===== config.mk =====
export PLATFORM = sky130hd
export DESIGN_NAME = mem_port_arbiter
export DESIGN_NICKNAME = d
export VERILOG_FILES = /design/src/rtl/mem_port_arbiter.sv
export SDC_FILE = /design/constraint.sdc
export NUM_CORES = 1
export LEC_CHECK = 0
export CAP_MARGIN = 20
export CORE_MARGIN = 3
export CORE_UTILIZATION = 39
export DETAILED_ROUTE_END_ITERATION = 8
export PLACE_DENSITY = 0.78
export SYNTH_ARGS = -nofsm -noshare
export SYNTH_HDL_FRONTEND = slang
export SYNTH_SLANG_ARGS = --single-unit
export TNS_END_PERCENT = 1

===== constraint.sdc =====
create_clock -name clock -period 1.8 [get_ports clock]
set_input_delay 0.18 -clock clock [delete_from_list [all_inputs] [get_ports clock]]
set_output_delay 0.18 -clock clock [all_outputs]
set_load 0.02 [all_outputs]

===== src/rtl/mem_port_arbiter.sv =====
// Arbiter sharing one synchronous word-wide memory port between instruction fetch and
// the data stage: grant, byte-lane steering, load extension and alignment checks.
module mem_port_arbiter #(
    parameter int ADDR_W          = 32,
    parameter int MAX_DATA_STREAK = 4
) (
    input  logic              clock,
    input  logic              reset_n,

    input  logic              f_valid,
    output logic              f_ready,
    input  logic [ADDR_W-1:0] f_addr,
    output logic              f_rvalid,
    output logic [31:0]       f_rdata,
    output logic              f_err,

    input  logic              d_valid,
    output logic              d_ready,
    input  logic [ADDR_W-1:0] d_addr,
    input  logic              d_write,
    input  logic [1:0]        d_size,
    input  logic              d_unsigned,
    input  logic [31:0]       d_wdata,
    output logic              d_rvalid,
    output logic [31:0]       d_rdata,
    output logic              d_err,

    output logic [ADDR_W-1:0] mem_address,
    output logic              mem_read_write,
    output logic [3:0]        mem_wstrb,
    output logic [31:0]       mem_data_in,
    input  logic [31:0]       mem_data_out
);

    // state  | meaning
    // IDLE   | arbitrate; ready only to the winner; latch request on accept
    // ACCESS | memory port driven with the latched request (one cycle)
    // RESP   | owner's response pulse; read data taken from the memory this cycle

    typedef enum logic [1:0] {
        IDLE   = 2'd0,
        ACCESS = 2'd1,
        RESP   = 2'd2
    } state_t;

    localparam logic [3:0] STREAK_MAX = 4'(MAX_DATA_STREAK);

    state_t            state_q, state_d;
    logic [3:0]        streak_q;

    logic              owner_q;       // 1 = data stage owns the transaction
    logic [ADDR_W-1:0] addr_q;
    logic              write_q;
    logic [1:0]        size_q;
    logic              unsigned_q;
    logic [31:0]       wdata_q;
    logic              err_q;

    logic              grant_d, grant_f;
    logic              f_req_err, d_req_err;
    logic [1:0]        off_q;
    logic [3:0]        lane_strb;
    logic [31:0]       lane_data;
    logic [31:0]       shifted;
    logic [31:0]       load_ext;
    logic [31:0]       resp_data;
    logic              sign_b, sign_h;

    // Data wins unless fetch has waited through a full streak of data grants.
    assign grant_d = d_valid && !(f_valid && (streak_q == STREAK_MAX));
    assign grant_f = f_valid && !grant_d;

    assign f_req_err = |f_addr[1:0];
    assign d_req_err = (d_size == 2'b11)
                    || ((d_size == 2'b10) && (|d_addr[1:0]))
                    || ((d_size == 2'b01) && d_addr[0]);

    always_ff @(posedge clock or negedge reset_n) begin
        if (!reset_n) begin
            state_q <= IDLE;
        end else begin
            state_q <= state_d;
        end
    end

    always_comb begin
        state_d = state_q;
        f_ready = 1'b0;
        d_ready = 1'b0;
        case (state_q)
            IDLE: begin
                f_ready = reset_n && grant_f;
                d_ready = reset_n && grant_d;
                if (grant_d) begin
                    state_d = d_req_err ? RESP : ACCESS;
                end else if (grant_f) begin
                    state_d = f_req_err ? RESP : ACCESS;
                end
            end
            ACCESS:  state_d = RESP;
            RESP:    state_d = IDLE;
            default: state_d = IDLE;
        endcase
    end

    always_ff @(posedge clock or negedge reset_n) begin
        if (!reset_n) begin
            owner_q    <= 1'b0;
            addr_q     <= '0;
            write_q    <= 1'b0;
            size_q     <= 2'b00;
            unsigned_q <= 1'b0;
            wdata_q    <= 32'd0;
            err_q      <= 1'b0;
            streak_q   <= 4'd0;
        end else if (state_q == IDLE) begin
            if (grant_d) begin
                owner_q    <= 1'b1;
                addr_q     <= d_addr;
                write_q    <= d_write;
                size_q     <= d_size;
                unsigned_q <= d_unsigned;
                wdata_q    <= d_wdata;
                err_q      <= d_req_err;
                streak_q   <= f_valid ? (streak_q + 4'd1) : 4'd0;
            end else if (grant_f) begin
                owner_q    <= 1'b0;
                addr_q     <= f_addr;
                write_q    <= 1'b0;
                size_q     <= 2'b10;
                unsigned_q <= 1'b1;
                wdata_q    <= 32'd0;
                err_q      <= f_req_err;
                streak_q   <= 4'd0;
            end
        end
    end

    assign off_q = addr_q[1:0];

    // Store lane steering: data replicated across lanes, strobes select the target bytes.
    always_comb begin
        case (size_q)
            2'b00: begin
                lane_strb = 4'b0001 << off_q;
                lane_data = {4{wdata_q[7:0]}};
            end
            2'b01: begin
                lane_strb = 4'b0011 << off_q;
                lane_data = {2{wdata_q[15:0]}};
            end
            default: begin
                lane_strb = 4'b1111;
                lane_data = wdata_q;
            end
        endcase
    end

    always_comb begin
        mem_address    = '0;
        mem_read_write = 1'b0;
        mem_wstrb      = 4'b0000;
        mem_data_in    = 32'd0;
        if (state_q == ACCESS) begin
            mem_address = {addr_q[ADDR_W-1:2], 2'b00};
            if (write_q) begin
                mem_read_write = 1'b1;
                mem_wstrb      = lane_strb;
                mem_data_in    = lane_data;
            end
        end
    end

    assign shifted = mem_data_out >> {off_q, 3'b000};
    assign sign_b  = !unsigned_q && shifted[7];
    assign sign_h  = !unsigned_q && shifted[15];

    always_comb begin
        case (size_q)
            2'b00:   load_ext = {{24{sign_b}}, shifted[7:0]};
            2'b01:   load_ext = {{16{sign_h}}, shifted[15:0]};
            default: load_ext = shifted;
        endcase
    end

    // Stores and rejected requests return zero data.
    always_comb begin
        resp_data = 32'd0;
        if (!err_q && !write_q) begin
            resp_data = owner_q ? load_ext : mem_data_out;
        end
    end

    always_comb begin
        f_rvalid = 1'b0;
        f_err    = 1'b0;
        f_rdata  = 32'd0;
        d_rvalid = 1'b0;
        d_err    = 1'b0;
        d_rdata  = 32'd0;
        if (state_q == RESP) begin
            if (owner_q) begin
                d_rvalid = 1'b1;
                d_err    = err_q;
                d_rdata  = resp_data;
            end else begin
                f_rvalid = 1'b1;
                f_err    = err_q;
                f_rdata  = resp_data;
            end
        end
    end

endmodule


==> summary.json <==
{
  "run_status": "finished with violations",
  "violations": "negative setup slack",
  "slowest_stage": "dfrtp_2",
  "floorplan.core_area_um2": 12300,
  "cp.arrival_ns": 1.92,
  "flow.area_growth_from_synthesis_pct": 75.5,
  "cp_slowest_stage_delay_ns": 0.47,
  "floorplan.initialDensity": 0.409,
  "cellLeakagePower_nw": 4.13,
  "clock_net_sink_count": 76,
  "power_density_nw_per_um2": 921,
  "finalHoldViolations": 0,
  "cp.buffers_inverters": 2,
  "cp_max_fo": 16,
  "dp_worst_setup_slack_ns": -0.714,
  "filler_cell_count": 982,
  "wire_length_of_the_first_global_routing_pass_um": 31300,
  "setup_viol": 94,
  "cell_types_with_the_largest_area_share_after_synthesis": "dfrtp_1 (38%), mux2i_1 (13%), nand2_1 (12%)",
  "drtIter0Drc": 474,
  "placer_congestion_estimate": 0.953,
  "clock_tree_from_tritoncts": "yes",
  "vertical_die_dimension_um": 120,
  "worst_pin_slew_ns": 0.785,
  "detail_routed_net_length_per_standard_cell_um": 17.6,
  "period_share": 1.16,
  "fin_max_slew_vios": 0,
  "cts_made_buffers": 9,
  "worst_skew_pair.late_latency_ns": 0.33,
  "diodes": 0,
  "clock-root-buffer": "clkbuf_16",
  "cts_htree_levels": 3,
  "synth_warnings": 0,
  "number_of_i_o_port_buffers": 272,
  "relative_max_transition_margin": 0.477,
  "rsz0062_at_grt": "true",
  "globalRoute.totalOverflow": 0,
  "setup_ws_ns": -0.296,
  "syn-instance-count": 650,
  "layout.nets": 1091,
  "syn_avg_cell_area_um2": 7.75,
  "path_clk_slew_ns": 0.06,
  "synth-main-ff-cell": "dfrtp_1",
  "synth_top_area_share": 0.378,
  "remaining_drc_errors": 0,
  "die_width_um": 120,
  "drv.max_cap_violation_count": 0,
  "number_of_enable_flip_flop_cells_after_synthesis": 0,
  "fmaxAchievable_mhz": 477,
  "dp_hpwl_um": 15100,
  "startpoint_type": "flop",
  "io_pins": 275,
  "die_area_um2": 14300,
  "via_count_of_the_first_global_routing_pass": 5876,
  "wirelength_um": 19900,
  "postLayoutCoreUtil": 0.718,
  "drt-pass1-iter-count": 5,
  "synth.yosys.seq_area_share": 0.378,
  "critPathCaptureType": "output port",
  "synth_async_sr_flop_share": 1.00,
  "timing.critical_path.max_delay_family": "compound AO/OA/AOI/OAI gates",
  "min_period_ns": 2.10,
  "final_common_cell": "nand2_1",
  "mostFrequentLayoutCells": "nand2_1 (153), clkdlybuf4s50_1 (134), buf_4 (108), o21ai_0 (76), dfrtp_1 (74)",
  "layout-drive-gt1-share": 0.295,
  "avgViaCountPerCell": 5.23,
  "detail-route-antenna-nets": 0,
  "final.setup_skew_ns": 0.00389,
  "summed_instance_area_of_the_synthesized_netlist_um2": 5040,
  "regToRegSetupSlack_ns": 0.14,
  "initial_antenna_violation_count": 1,
  "regToRegStartpoint": "streak_q[0]",
  "detailroute.via_count": 5886,
  "ir_drop_mv": 0.620,
  "maximum_number_of_pins_on_one_net_before_global_route_repair": 62,
  "clock_tree.buffer_depth": 2,
  "yosysUniqueCellTypes": 42,
  "startpoint_to_endpoint_class_of_the_critical_path": "flop to output port",
  "overall_fraction_of_global_route_tracks_in_use": 0.268,
  "num_rows": 40,
  "synth_seq_cells": 76,
  "worstHoldPathType": "primary input to async pin",
  "crit_path_cell_trace": "mux2i_1 -> a2bb2oi_1 -> a2111o_1 -> buf_6 -> o21ai_0 -> buf_2",
  "crit_start": "addr_q[0]",
  "cp.required_ns": 1.62,
  "synth_top_cell_by_area": "dfrtp_1"
}
cell type report:
cell class / count / area, um2 / area share
clock buffers: 10 / 239 / 0.0270
multi-input cells: 511 / 3020 / 0.342
flip-flops and latches: 76 / 1900 / 0.215
well taps: 168 / 210 / 0.0238
clock inverters: 6 / 87.6 / 0.00991
inverters: 5 / 18.8 / 0.00212
repair buffers: 350 / 3360 / 0.380
per-stage QoR:
step	setup TNS [ns]	cells	hold WS (ns)	instance area (um2)	total power, mW
6_report	-9.26	1126	0.384	8840	8.14
5_1_grt	-17.67	1126	0.408	8840	8.61
4_1_cts	-10.82	1126	0.381	8650	8.05
3_5_place_dp	-36.57	1107	0.168	8360	5.99
3_3_place_gp	-32.29	1107	0.161	8360	5.93
2_1_floorplan	-1.16	651	-0.116	5040	4.34
report_power, final:
group / internal, mW / total, mW / switching (mW)
Sequential: 2.18 / 2.51 / 0.337
Combinational: 1.69 / 3.69 / 2.00
Clock: 1.25 / 1.95 / 0.698
Total: 5.11 / 8.14 / 3.03
worst reg2reg max path, delay by kind of cell (launching register included):
family,cells,cell delay [ns]
and+or+nand+nor,2,0.29
adders and majority gates,1,0.13
AOI/OAI and AO/OA,1,0.10
muxes,1,0.25
buffers and inverters,3,0.39
DFF,1,0.39
cell usage after synthesis (2+ instances only):
library cell,instances
a211oi_1,7
a21oi_1,28
and2_1,32
and3_1,33
buf_1,3
buf_2,14
buf_4,8
clkbuf_1,33
dfrtp_1,76
ha_1,2
inv_1,5
mux2_2,3
mux2i_1,64
nand2_1,156
nand2b_1,3
nand3_1,4
nand3b_1,2
nor2_1,53
nor2b_1,4
nor3_1,3
o21ai_0,81
o21ai_1,8
o2bb2ai_1,8
or3_1,2
per-layer routing:
layer | GRT usage | vias up | part of all wire
met3 | 0.0542 | 37 | 0.070
met4 | 0.0780 | 2 | 0.024
met5 | 0 | - | 0.00065
met1 | 0.316 | 2803 | 0.39
met2 | 0.491 | 246 | 0.52
li1 | - | 2798 | -
sequential cells by signal (all words and copies together) (netlist names):
signal / count
unsigned_q: 1
owner_q: 1
write_q: 1
wdata_q: 32
streak_q: 4
err_q: 1
addr_q: 32
state_q: 2
size_q: 2
cells by family (layout without fill, tap and decap cells):
kind of cell,after synthesis,in the layout,synth area share
simple gates,301,301,0.272
compound gates,139,139,0.152
flops,76,76,0.378
mux,67,67,0.134
buf+inv,64,371,0.0586
fa+ha+maj,2,2,0.00497
other cells,1,2,0.000744
path summary, 6_finish.rpt:
| kind | to | depth (start not counted) |
|---|---|---|
| setup / recovery | d_rdata[18] | 6 |
| hold / removal | write_q | 3 |
| setup reg to reg | addr_q[12] | 8 |
| hold reg to reg | addr_q[22] | 2 |
| max in group asynchronous | wdata_q[15] | 3 |
| min in group clock | wdata_q[23] | 3 |
what timing repair did:
item                                   CTS  global route
hold buffers                             1             0
resized for setup                      621            90
endpoints found under the hold margin   15             0
buffers inserted                         1             0
cloned                                   1             0
pin swaps                                5             8
setup endpoints to repair              160           162
No activity file was read; power rests on OpenSTA's default activity.
